<file path="config.mk">
export PLATFORM = sky130hd
export DESIGN_NAME = rv_instr_encoder_flat
export DESIGN_NICKNAME = d
export VERILOG_FILES = /design/src/rtl/rv_isa_pkg.sv /design/src/rtl/rv_instr_encoder_if.sv /design/src/rtl/rv_instr_pack.sv /design/src/rtl/rv_instr_encoder.sv /design/src/flat_wrapper.sv
export SDC_FILE = /design/constraint.sdc
export NUM_CORES = 1
export LEC_CHECK = 0
export CAP_MARGIN = 30
export CORE_ASPECT_RATIO = 0.6
export CORE_UTILIZATION = 35
export DETAILED_ROUTE_END_ITERATION = 6
export GPL_TIMING_DRIVEN = 0
export PLACE_DENSITY_LB_ADDON = 0.2
export SLEW_MARGIN = 40
export SYNTH_ARGS = -nofsm -noshare
export SYNTH_HDL_FRONTEND = slang
export SYNTH_HIERARCHICAL = 1
export SYNTH_SLANG_ARGS = --single-unit
</file>
<file path="constraint.sdc">
create_clock -name clk -period 2.2 [get_ports clk]
set_input_delay 0.66 -clock clk [delete_from_list [all_inputs] [get_ports clk]]
set_output_delay 0.66 -clock clk [all_outputs]
set_load 0.05 [all_outputs]
</file>
<file path="src/rtl/rv_isa_pkg.sv">
// Shared RV32I encoding constants, request kinds and loader FSM states.
// Used by the instruction encoder, the main decoder and the benches.
package rv_isa_pkg;

    localparam logic [6:0] OP_LOAD   = 7'b0000011;
    localparam logic [6:0] OP_STORE  = 7'b0100011;
    localparam logic [6:0] OP_RTYPE  = 7'b0110011;
    localparam logic [6:0] OP_BRANCH = 7'b1100011;

    localparam logic [2:0] F3_LW      = 3'b010;
    localparam logic [2:0] F3_SW      = 3'b010;
    localparam logic [2:0] F3_BEQ     = 3'b000;
    localparam logic [2:0] F3_ADD_SUB = 3'b000;

    typedef enum logic [1:0] {
        KIND_LW    = 2'b00,
        KIND_SW    = 2'b01,
        KIND_RTYPE = 2'b10,
        KIND_BEQ   = 2'b11
    } kind_e;

    typedef enum logic [1:0] {
        ST_IDLE   = 2'b00,
        ST_ACCEPT = 2'b01,
        ST_WRITE  = 2'b10
    } state_e;

    // A 13-bit immediate fits the 12-bit I/S field when its top two bits agree.
    function automatic logic imm_fits_12(input logic [12:0] imm);
        return (imm[12] == imm[11]);
    endfunction

endpackage

</file>
<file path="src/rtl/rv_instr_encoder_if.sv">
// Request handshake and instruction-memory write port of the encoder.
interface rv_instr_encoder_if #(
    parameter int ADDR_W = 8
);
    logic              req_valid;
    logic              req_ready;
    logic [1:0]        req_kind;
    logic [3:0]        req_funct;
    logic [4:0]        req_rd;
    logic [4:0]        req_rs1;
    logic [4:0]        req_rs2;
    logic [12:0]       req_imm;
    logic              mem_we;
    logic              mem_ready;
    logic [ADDR_W-1:0] mem_addr;
    logic [31:0]       mem_wdata;

    modport master (
        output req_valid, req_kind, req_funct, req_rd, req_rs1, req_rs2, req_imm,
        output mem_ready,
        input  req_ready, mem_we, mem_addr, mem_wdata
    );

    modport slave (
        input  req_valid, req_kind, req_funct, req_rd, req_rs1, req_rs2, req_imm,
        input  mem_ready,
        output req_ready, mem_we, mem_addr, mem_wdata
    );
endinterface

</file>
<file path="src/rtl/rv_instr_pack.sv">
// Combinational packer: symbolic request -> 32-bit RV32I word plus legality flag.
module rv_instr_pack
    import rv_isa_pkg::*;
(
    input  logic [1:0]  i_kind,
    input  logic [3:0]  i_funct,
    input  logic [4:0]  i_rd,
    input  logic [4:0]  i_rs1,
    input  logic [4:0]  i_rs2,
    input  logic [12:0] i_imm,
    output logic [31:0] o_word,
    output logic        o_legal
);

    // Field packing per request kind; funct[3] selects funct7[5] (SUB only).
    always_comb begin
        o_word  = 32'h0000_0000;
        o_legal = 1'b0;
        case (i_kind)
            KIND_LW: begin
                o_word  = {i_imm[11:0], i_rs1, F3_LW, i_rd, OP_LOAD};
                o_legal = imm_fits_12(i_imm);
            end
            KIND_SW: begin
                o_word  = {i_imm[11:5], i_rs2, i_rs1, F3_SW, i_imm[4:0], OP_STORE};
                o_legal = imm_fits_12(i_imm);
            end
            KIND_RTYPE: begin
                o_word  = {1'b0, i_funct[3], 5'b00000, i_rs2, i_rs1, i_funct[2:0], i_rd, OP_RTYPE};
                o_legal = (~i_funct[3]) | (i_funct[2:0] == F3_ADD_SUB);
            end
            KIND_BEQ: begin
                o_word  = {i_imm[12], i_imm[10:5], i_rs2, i_rs1, F3_BEQ, i_imm[4:1], i_imm[11], OP_BRANCH};
                o_legal = ~i_imm[0];
            end
            default: begin
                o_word  = 32'h0000_0000;
                o_legal = 1'b0;
            end
        endcase
    end

endmodule

</file>
<file path="src/rtl/rv_instr_encoder.sv">
// Sequential instruction loader: accepts symbolic requests, packs them and
// writes the words to consecutive instruction-memory addresses from BASE_ADDR.
module rv_instr_encoder
    import rv_isa_pkg::*;
#(
    parameter int ADDR_W    = 8,
    parameter int BASE_ADDR = 0
) (
    input  logic              clk,
    input  logic              rst,
    input  logic              start,
    input  logic              stop,
    rv_instr_encoder_if.slave bus,
    output logic [ADDR_W:0]   count,
    output logic              full,
    output logic              err
);

    localparam logic [ADDR_W:0]   CAPACITY = {1'b1, {ADDR_W{1'b0}}};
    localparam logic [ADDR_W-1:0] BASE     = ADDR_W'(BASE_ADDR);

    state_e            r_state;
    state_e            w_state_nxt;
    logic [ADDR_W:0]   r_count;
    logic [ADDR_W:0]   w_count_nxt;
    logic [ADDR_W:0]   w_count_inc;
    logic              r_full;
    logic              w_full_nxt;
    logic              r_err;
    logic              w_err_nxt;
    logic              r_we;
    logic              w_we_nxt;
    logic              r_stop_seen;
    logic              w_stop_nxt;
    logic [ADDR_W-1:0] r_addr;
    logic [ADDR_W-1:0] w_addr_nxt;
    logic [31:0]       r_wdata;
    logic [31:0]       w_wdata_nxt;
    logic [31:0]       w_word;
    logic              w_legal;
    logic              w_req_ready;
    logic              w_fire;

    rv_instr_pack u_pack (
        .i_kind  (bus.req_kind),
        .i_funct (bus.req_funct),
        .i_rd    (bus.req_rd),
        .i_rs1   (bus.req_rs1),
        .i_rs2   (bus.req_rs2),
        .i_imm   (bus.req_imm),
        .o_word  (w_word),
        .o_legal (w_legal)
    );

    assign w_req_ready = (r_state == ST_ACCEPT) && !r_full;
    assign w_fire      = w_req_ready && bus.req_valid;
    assign w_count_inc = r_count + {{ADDR_W{1'b0}}, 1'b1};

    // Next-state and next-output logic; start overrides every state.
    always_comb begin
        w_state_nxt = r_state;
        w_count_nxt = r_count;
        w_full_nxt  = r_full;
        w_err_nxt   = r_err;
        w_we_nxt    = r_we;
        w_stop_nxt  = r_stop_seen;
        w_addr_nxt  = r_addr;
        w_wdata_nxt = r_wdata;
        if (start) begin
            w_state_nxt = ST_ACCEPT;
            w_count_nxt = '0;
            w_full_nxt  = 1'b0;
            w_err_nxt   = 1'b0;
            w_we_nxt    = 1'b0;
            w_stop_nxt  = 1'b0;
        end else begin
            case (r_state)
                ST_IDLE: begin
                    w_we_nxt   = 1'b0;
                    w_stop_nxt = 1'b0;
                end
                ST_ACCEPT: begin
                    // A request accepted together with stop is still written.
                    if (w_fire && w_legal) begin
                        w_addr_nxt  = BASE + r_count[ADDR_W-1:0];
                        w_wdata_nxt = w_word;
                        w_we_nxt    = 1'b1;
                        w_stop_nxt  = stop;
                        w_state_nxt = ST_WRITE;
                    end else if (w_fire) begin
                        w_err_nxt   = 1'b1;
                        w_state_nxt = stop ? ST_IDLE : ST_ACCEPT;
                    end else if (stop) begin
                        w_state_nxt = ST_IDLE;
                    end else begin
                        w_state_nxt = ST_ACCEPT;
                    end
                end
                ST_WRITE: begin
                    if (bus.mem_ready) begin
                        w_count_nxt = w_count_inc;
                        w_full_nxt  = (w_count_inc == CAPACITY);
                        w_we_nxt    = 1'b0;
                        w_stop_nxt  = 1'b0;
                        w_state_nxt = (r_stop_seen || stop) ? ST_IDLE : ST_ACCEPT;
                    end else begin
                        w_stop_nxt  = r_stop_seen || stop;
                    end
                end
                default: begin
                    w_state_nxt = ST_IDLE;
                    w_we_nxt    = 1'b0;
                    w_stop_nxt  = 1'b0;
                end
            endcase
        end
    end

    // State and output registers with synchronous reset.
    always_ff @(posedge clk) begin
        if (rst) begin
            r_state     <= ST_IDLE;
            r_count     <= '0;
            r_full      <= 1'b0;
            r_err       <= 1'b0;
            r_we        <= 1'b0;
            r_stop_seen <= 1'b0;
            r_addr      <= '0;
            r_wdata     <= 32'h0000_0000;
        end else begin
            r_state     <= w_state_nxt;
            r_count     <= w_count_nxt;
            r_full      <= w_full_nxt;
            r_err       <= w_err_nxt;
            r_we        <= w_we_nxt;
            r_stop_seen <= w_stop_nxt;
            r_addr      <= w_addr_nxt;
            r_wdata     <= w_wdata_nxt;
        end
    end

    assign bus.req_ready = w_req_ready;
    assign bus.mem_we    = r_we;
    assign bus.mem_addr  = r_addr;
    assign bus.mem_wdata = r_wdata;
    assign count         = r_count;
    assign full          = r_full;
    assign err           = r_err;

endmodule
</file>
<file path="src/flat_wrapper.sv">
// flat-port wrapper written by rule: the top's interface ports become plain ports
module rv_instr_encoder_flat import rv_isa_pkg::*;
#(
    parameter int ADDR_W    = 8,
    parameter int BASE_ADDR = 0
)
  (clk, rst, start, stop, count, full, err, bus_req_valid, bus_req_kind, bus_req_funct, bus_req_rd, bus_req_rs1, bus_req_rs2, bus_req_imm, bus_mem_ready, bus_req_ready, bus_mem_we, bus_mem_addr, bus_mem_wdata);
  rv_instr_encoder_if #(.ADDR_W(ADDR_W)) bus_i ();
  input  logic clk;
  input  logic rst;
  input  logic start;
  input  logic stop;
  output logic [ADDR_W:0] count;
  output logic full;
  output logic err;
  input wire logic [$bits(bus_i.req_valid)-1:0] bus_req_valid;
  input wire logic [$bits(bus_i.req_kind)-1:0] bus_req_kind;
  input wire logic [$bits(bus_i.req_funct)-1:0] bus_req_funct;
  input wire logic [$bits(bus_i.req_rd)-1:0] bus_req_rd;
  input wire logic [$bits(bus_i.req_rs1)-1:0] bus_req_rs1;
  input wire logic [$bits(bus_i.req_rs2)-1:0] bus_req_rs2;
  input wire logic [$bits(bus_i.req_imm)-1:0] bus_req_imm;
  input wire logic [$bits(bus_i.mem_ready)-1:0] bus_mem_ready;
  output wire logic [$bits(bus_i.req_ready)-1:0] bus_req_ready;
  output wire logic [$bits(bus_i.mem_we)-1:0] bus_mem_we;
  output wire logic [$bits(bus_i.mem_addr)-1:0] bus_mem_addr;
  output wire logic [$bits(bus_i.mem_wdata)-1:0] bus_mem_wdata;
  assign bus_i.req_valid = bus_req_valid;
  assign bus_i.req_kind = bus_req_kind;
  assign bus_i.req_funct = bus_req_funct;
  assign bus_i.req_rd = bus_req_rd;
  assign bus_i.req_rs1 = bus_req_rs1;
  assign bus_i.req_rs2 = bus_req_rs2;
  assign bus_i.req_imm = bus_req_imm;
  assign bus_i.mem_ready = bus_mem_ready;
  assign bus_req_ready = bus_i.req_ready;
  assign bus_mem_we = bus_i.mem_we;
  assign bus_mem_addr = bus_i.mem_addr;
  assign bus_mem_wdata = bus_i.mem_wdata;
  rv_instr_encoder #(.ADDR_W(ADDR_W), .BASE_ADDR(BASE_ADDR)) u_core (.clk(clk), .rst(rst), .start(start), .stop(stop), .bus(bus_i), .count(count), .full(full), .err(err));
endmodule
</file>
==> summary.txt <==
RUN STATUS
--------------------------------------------------------------------------------------
Run status .............................................................. finished with violations
Failing checks ..........................................................          DRC

SETUP PATH
--------------------------------------------------------------------------------------
List of cells traversed by the critical path ............................ clkdlybuf4s50_1
Arrival time reported for the critical path endpoint ....................      1.48 ns
Cell type group with the largest total delay on the critical path ....... buffers and inverters
Critical path data required time ........................................      1.54 ns
Critical path capture point type ........................................   output pin
Largest stage delay on the critical path ................................      0.82 ns
Combined buffer and inverter count along the critical path ..............            1
Critical-path maximum fanout ............................................            2
R2R Path Start .......................................................... u_core/r_state[1]
Worst setup path startpoint ............................................. u_core/bus.mem_addr[6]
Critical path launch point type .........................................    flip-flop
Max stage delay cell, worst path ........................................ sky130_fd_sc_hd__clkdlybuf4s50_1
Critical Setup Path Class ...............................................   reg -> out

YOSYS
--------------------------------------------------------------------------------------
Count of flip-flops with a built-in enable after synthesis ..............            0
Cell area after synthesis ...............................................   2530 sq um
Count of distinct cell types in the synthesized netlist .................           42
Top cell types by occurrence after synthesis ............................ sky130_fd_sc_hd__nand2_1, sky130_fd_sc_hd__dfxtp_1, sky130_fd_sc_hd__a21oi_1, sky130_fd_sc_hd__clkbuf_1, sky130_fd_sc_hd__nor2_1
Synthesized instance count ..............................................          320
Mean instance size in the synthesized netlist ...........................   7.91 sq um
FFs w/ async S/R, synth .................................................           0%
Synth top area share ....................................................        43.5%
Synth warn ..............................................................            6
Leading post-synthesis cells by cell area ............................... sky130_fd_sc_hd__dfxtp_1, sky130_fd_sc_hd__nand2_1, sky130_fd_sc_hd__a21oi_1
Most instantiated flip-flop cell in the synthesis netlist ............... sky130_fd_sc_hd__dfxtp_1
Post-synthesis sequential element count .................................           55
Most instantiated library cell after synthesis .......................... sky130_fd_sc_hd__nand2_1
Cell type with the largest total area after synthesis ................... sky130_fd_sc_hd__dfxtp_1
Share of the yosys chip area belonging to registers .....................        43.5%

TIMING
--------------------------------------------------------------------------------------
Pin slew with the least headroom to its limit ...........................     0.562 ns
Final period util .......................................................        97.3%
Max-slew headroom .......................................................        62.6%
Final number of max-transition violations ...............................            0
Hold Vio Cnt, Final .....................................................            0
FMAX ....................................................................      467 MHz
Clock Skew ..............................................................   0.00863 ns
Final-report setup violation count ......................................            0
Min Clock Period, post-route ............................................      2.14 ns

PLACEMENT
--------------------------------------------------------------------------------------
Hpwl dp .................................................................      5060 um
Placed Cells ............................................................          494
Port Buffers ............................................................           85
Routability Congestion ..................................................        0.744

PWR
--------------------------------------------------------------------------------------
Leakage dissipation .....................................................      1.49 nW
Maximum vdd drop ........................................................     0.360 mV
Power per cell area .....................................................  533 nW/um^2

ROUTE
--------------------------------------------------------------------------------------
Count of TritonRoute iterations in the first routing pass ...............            6
Vias ....................................................................         2446
Final antenna-violating net count .......................................            0
Average wire per cell in the routed design ..............................      13.9 um
Via count normalized by instance count ..................................         4.79
Drc violations ..........................................................            4
Routed wire length ......................................................      7100 um
Count of routing violations after the opening detailed-route iteration ..          104

CTS
--------------------------------------------------------------------------------------
Worst-Skew Late Latency .................................................      0.29 ns
TritonCTS clock tree ....................................................        built
Number of buffers created by CTS ........................................            5
Buffers from clock root to sink, at most ................................            2
Buffer type at the clock tree root ...................................... sky130_fd_sc_hd__clkbuf_16
Count of hold-fix buffers inserted at cts ...............................            0
Clock slew at the register clock pins of the worst setup and hold paths .      0.07 ns
Level count of the clock H-tree .........................................            2
Number of sinks on the clock net ........................................           55

GRT
--------------------------------------------------------------------------------------
Gr usage total ..........................................................        18.1%
Via count of the first global-routing pass ..............................         2114
Antenna violations before repair ........................................            0
Global-route wire length before repair ..................................     10700 um
Grt total ovfl ..........................................................            0
Maximum number of pins on one net before global-route repair ............           17

MIN PATH
--------------------------------------------------------------------------------------
Start point of the worst min-delay path ................................. u_core/bus.mem_wdata[12]
Worst Hold Class ........................................................   reg -> reg

FINISH
--------------------------------------------------------------------------------------
Number of inserted filler cells in the final layout .....................          642
Number of antenna diodes ................................................            0
Ratio of cells with drive above 1 in the final layout ...................        16.0%
Growth of design area from synthesis to finish ..........................        54.2%
Non-Filler Instances ....................................................          511
Net count, final ........................................................          467
Final core utilization ..................................................        57.2%

FLOORPLAN
--------------------------------------------------------------------------------------
Std-Cell Core Area ......................................................   6820 sq um
Std cell rows ...........................................................           23
Initial core utilization ................................................        37.1%
X dimension of the die ..................................................       112 um
Total die area ..........................................................   7580 sq um
Die H ...................................................................      67.9 um
Top-Level Pins ..........................................................           93

JOB
--------------------------------------------------------------------------------------
Number of maximum-capacitance violations ................................            0

worst paths after layout:
check | to | slack [ns] | depth (start not counted)
setup reg to reg | u_core/bus.mem_addr[4] | 0.63 | 8
setup / recovery | bus_mem_addr[6] | 0.06 | 1
hold / removal | u_core/bus.mem_wdata[12] | 0.45 | 2
hold reg to reg | u_core/bus.mem_wdata[12] | 0.45 | 2
timing repair:
item,in CTS,in global routing
gates resized for setup,44,20
endpoints found under the setup margin,48,41
pin swaps,5,6
buffers inserted,4,1
cloned,1,3
cell type report:
type	count	area, sq um	area share, %
sequential	55	1100	28.2
timing repair buffer	94	977	25.1
clock buffer	5	125	3.21
buffer	27	224	5.74
tap	87	109	2.79
inverter	9	33.8	0.866
multi-input combinational	231	1320	33.7
clock inverter	3	15.0	0.385
cells in the final DEF, fill, tap and decap left out, types with 2 or more instances in the layout:
cell / instances
sky130_fd_sc_hd__buf_6: 3
sky130_fd_sc_hd__nand4b_1: 2
sky130_fd_sc_hd__conb_1: 4
sky130_fd_sc_hd__buf_8: 4
sky130_fd_sc_hd__dfxtp_1: 55
sky130_fd_sc_hd__mux2_2: 8
sky130_fd_sc_hd__clkinv_2: 3
sky130_fd_sc_hd__dlygate4sd2_1: 9
sky130_fd_sc_hd__nand3_1: 5
sky130_fd_sc_hd__buf_4: 17
sky130_fd_sc_hd__clkbuf_1: 7
sky130_fd_sc_hd__xor2_1: 6
sky130_fd_sc_hd__nor2b_1: 2
sky130_fd_sc_hd__a21oi_1: 39
sky130_fd_sc_hd__inv_1: 8
sky130_fd_sc_hd__o21ai_0: 6
sky130_fd_sc_hd__ha_1: 4
sky130_fd_sc_hd__xnor2_1: 2
sky130_fd_sc_hd__nand2b_4: 2
sky130_fd_sc_hd__a21oi_2: 8
sky130_fd_sc_hd__nor2_1: 14
sky130_fd_sc_hd__a31oi_1: 2
sky130_fd_sc_hd__and2_1: 8
sky130_fd_sc_hd__o21ai_1: 2
sky130_fd_sc_hd__nor3_1: 2
sky130_fd_sc_hd__nor2_4: 2
sky130_fd_sc_hd__nand4_1: 3
sky130_fd_sc_hd__clkbuf_16: 8
sky130_fd_sc_hd__nand2_1: 90
sky130_fd_sc_hd__and4_1: 2
sky130_fd_sc_hd__dlymetal6s2s_1: 3
sky130_fd_sc_hd__clkdlybuf4s50_1: 72
state kept, by name, summed over array words and instances, names as in the netlist:
name                  count
u_core/bus.mem_addr       8
u_core/bus.mem_we         1
u_core/bus.mem_wdata     32
u_core/r_state            2
u_core/r_stop_seen        1
u_core/full               1
u_core/err                1
u_core/count              9
routing by layer:
metal	global-route usage (%)	wire [um]	vias up	share of wire, %
li1	-	-	1250	-
met3	4.69	444	2	6.3
met4	2.03	8	0	0.11
met1	27.5	3780	1133	53
met5	0	0	-	0
met2	26.1	2870	61	40
worst reg2reg max path: cells and delay by family (launching register included):
family / cells / cell delay, ns
simple gates: 3 / 0.41
buf+inv: 3 / 0.39
flops: 1 / 0.32
fa+ha+maj: 1 / 0.24
compound gates: 1 / 0.14
cells by family after synthesis:
kind of cell / after synthesis / synth area share [%]
flops: 55 / 43.5
mux: 11 / 5.00
fa+ha+maj: 4 / 1.98
other cells: 2 / 0.297
xor+xnor: 8 / 2.77
compound gates: 62 / 13.4
simple gates: 142 / 25.5
buf+inv: 36 / 7.57
through the flow:
step / worst slack, ns / TNS [ns] / hold slack (ns) / instance area [sq um] / total power, W
CTS: 0.00237 / 0 / 0.457 / 3760 / 0.00208
floorplan: 0.197 / 0 / 0.442 / 2540 / 0.00119
detailed placement: -0.875 / -33.18 / 0.448 / 3500 / 0.00130
finish: 0.0603 / 0 / 0.454 / 3900 / 0.00208
global placement: -0.795 / -31.27 / 0.442 / 3500 / 0.00130
global route: -0.00319 / -0.00319 / 0.475 / 3900 / 0.00217
where the power goes:
part           switching, W  total [W]  internal, W  leakage (nW)
logic              0.000147   0.000295     0.000149         0.973
clock network      0.000352   0.000769     0.000417        0.0733
registers        0.00000625    0.00101      0.00101         0.444
Power figures use the tool's default switching activity.
==> RTL change (same settings) <==
`ADDR_W` is set to 8 in 3 places; all go to 6.
--- a/src/rtl/rv_instr_encoder_if.sv
+++ b/src/rtl/rv_instr_encoder_if.sv
@@ -1,5 +1,5 @@
 // Request handshake and instruction-memory write port of the encoder.
 interface rv_instr_encoder_if #(
-    parameter int ADDR_W = 8
+    parameter int ADDR_W = 6
 );
     logic              req_valid;
--- a/src/rtl/rv_instr_encoder.sv
+++ b/src/rtl/rv_instr_encoder.sv
@@ -4,5 +4,5 @@
     import rv_isa_pkg::*;
 #(
-    parameter int ADDR_W    = 8,
+    parameter int ADDR_W    = 6,
     parameter int BASE_ADDR = 0
 ) (
--- a/src/flat_wrapper.sv
+++ b/src/flat_wrapper.sv
@@ -2,5 +2,5 @@
 module rv_instr_encoder_flat import rv_isa_pkg::*;
 #(
-    parameter int ADDR_W    = 8,
+    parameter int ADDR_W    = 6,
     parameter int BASE_ADDR = 0
 )
Interface: changed (resized bus_mem_addr and count); port bits go from 93 to 89. The function was not compared with the original's and may differ.
==> RTL change against the unedited design <==
- power is 2.3% higher
- hold slack better by 2.6 ps
- setup slack better by 15 ps
- area after synthesis is 6.2% lower
- non-clock buffer count is 13 lower
- final area is 9.7% lower
- wire length is 12% lower
- via count is 9.6% lower
- sequential cell count is 4 lower
- critical path depth stayed put
==> RTL change: results (changes against the unedited design) <==
* Routed length on met1 at 3.20 mm (-15%)
* Highest routing layer actually used: met4
* Status: complete, no violations
* Flop+latch power at 0.941 mW (-7%)
* Setup fix buffers added after clock tree synthesis at 1 (-3)
* Standard cell area after detailed placement at 0.00331 mm² (-5.5%)
* Via count at 2,210 (-9.6%)
* Net switching power figure at 0.510 mW (+0.98%)
* # fillers at 604 (-5.9%)
* Final cell count without fillers at 471 (-7.8%)
* Maximum ir drop on the vdd rail at 0.425 mV (+18%)
* Total CTS buffers at 5 (unchanged)
* All-layer global routing usage at 18.6% (+0.44 points)
* Share of cells above drive strength 1 at 13.7% (-2.3 points)
* Port buffer count at 82 (-3.5%)
* DRC at 0 (-4)
* Routability Congestion at 0.778 (+4.6%)
* Power of the combinational group at 0.282 mW (-4%)
* Proportion of synthesized chip area in sequential cells at 43.0% (-0.48 points)
* Post-layout nets at 430 (-7.9%)
* Total placed cells including tap cells at 461 (-6.7%)
* Met2 routed WL at 2.57 mm (-10%)
* Iteration-0 DRC Markers at 97 (-6.7%)
* Logic depth of the worst register-to-register path at 8 (unchanged)
* Number of global-route vias before repair at 2,076 (-1.8%)
* Pleak at 1.35 nW (-9.4%)
* Maximum number of pins on one net before global-route repair at 18 (+1)
* Synth area leaders: dfxtp_1 (43%), nand2_1 (14%), a21oi_1 (9.9%), buf_4 (3.8%), mux2_2 (3.8%)
* Global-route wire length before repair at 10.1 mm (-5.7%)
* Total non-filler cell area in the finished layout at 0.00352 mm² (-9.7%)
* Final Routed Wirelength at 6.23 mm (-12%)
* Final HPWL DP at 4.59 mm (-9.3%)
* Router iterations before antenna repair at 4 (-2)
* Post-CTS resize count at 21 (-52%)
* WL met3 at 430 µm (-3.2%)
* Cell types with the highest counts after synthesis: nand2_1 (87), dfxtp_1 (51), a21oi_1 (47), buf_4 (12)
* Worst relative slew slack at 64.3% (+1.7 points)
* Worst clock skew at 5.13 ps (-3.50 ps)
* Mean instance size in the synthesized netlist at 8.10 µm² (+2.4%)
* Rows at 22 (-4.3%)
[RTL change: changes by cell type after synthesis, sizes merged, moves of 2 or more]
cell / delta
a211oi: +2
nand2: -3
clkbuf: -10
and4: -2
dfxtp: -4
nor4b: +2
nor2b: -3
buf: +7
xor2: -3
nand4: -2
o21ai: -3
nor2: -5
[RTL change: worst paths after layout]
| check | startpoint | to | slack, ps |
|---|---|---|---|
| setup / recovery | u_core/bus.mem_wdata[10] | bus_mem_wdata[10] | 80 |
| hold / removal | u_core/bus.mem_addr[3] | u_core/bus.mem_addr[3] | 460 |
| setup reg to reg | u_core/r_state[1] | u_core/bus.mem_wdata[27] | 650 |
| hold reg to reg | u_core/bus.mem_addr[3] | u_core/bus.mem_addr[3] | 460 |
[RTL change: cells by family after synthesis]
family,Yosys count,synth area share [%]
simple gates,126,24.5
other cells,2,0.317
compound gates,60,13.9
mux,11,5.33
buf+inv,34,8.97
xor+xnor,5,1.85
fa+ha+maj,4,2.11
flops,51,43.0
[RTL change: area by class of cell]
type	count	area share [%]
clock inverter	3	1.31
multi-input combinational	210	33.6
sequential	51	29.0
inverter	10	1.07
timing repair buffer	84	23.6
tap	84	2.98
buffer	24	4.97
clock buffer	5	3.55
[RTL change: metrics by stage]
stage / setup TNS (ps) / setup WS, ps / hold slack [ps] / power [mW]
final: 0 / 75.7 / 457 / 2.12
after floorplan: 0 / 132 / 449 / 1.12
after global routing: 0 / 3.67 / 472 / 2.20
after detailed placement: -25530 / -665 / 449 / 1.24
after global placement: -24460 / -635 / 442 / 1.23
after CTS: 0 / 5.15 / 460 / 2.14
[RTL change: per-layer routing]
metal	up-vias	GRT usage (%)
li1	1141	-
met1	1008	26.0
met2	59	28.0
met3	2	5.02
met4	0	5.07
met5	-	0
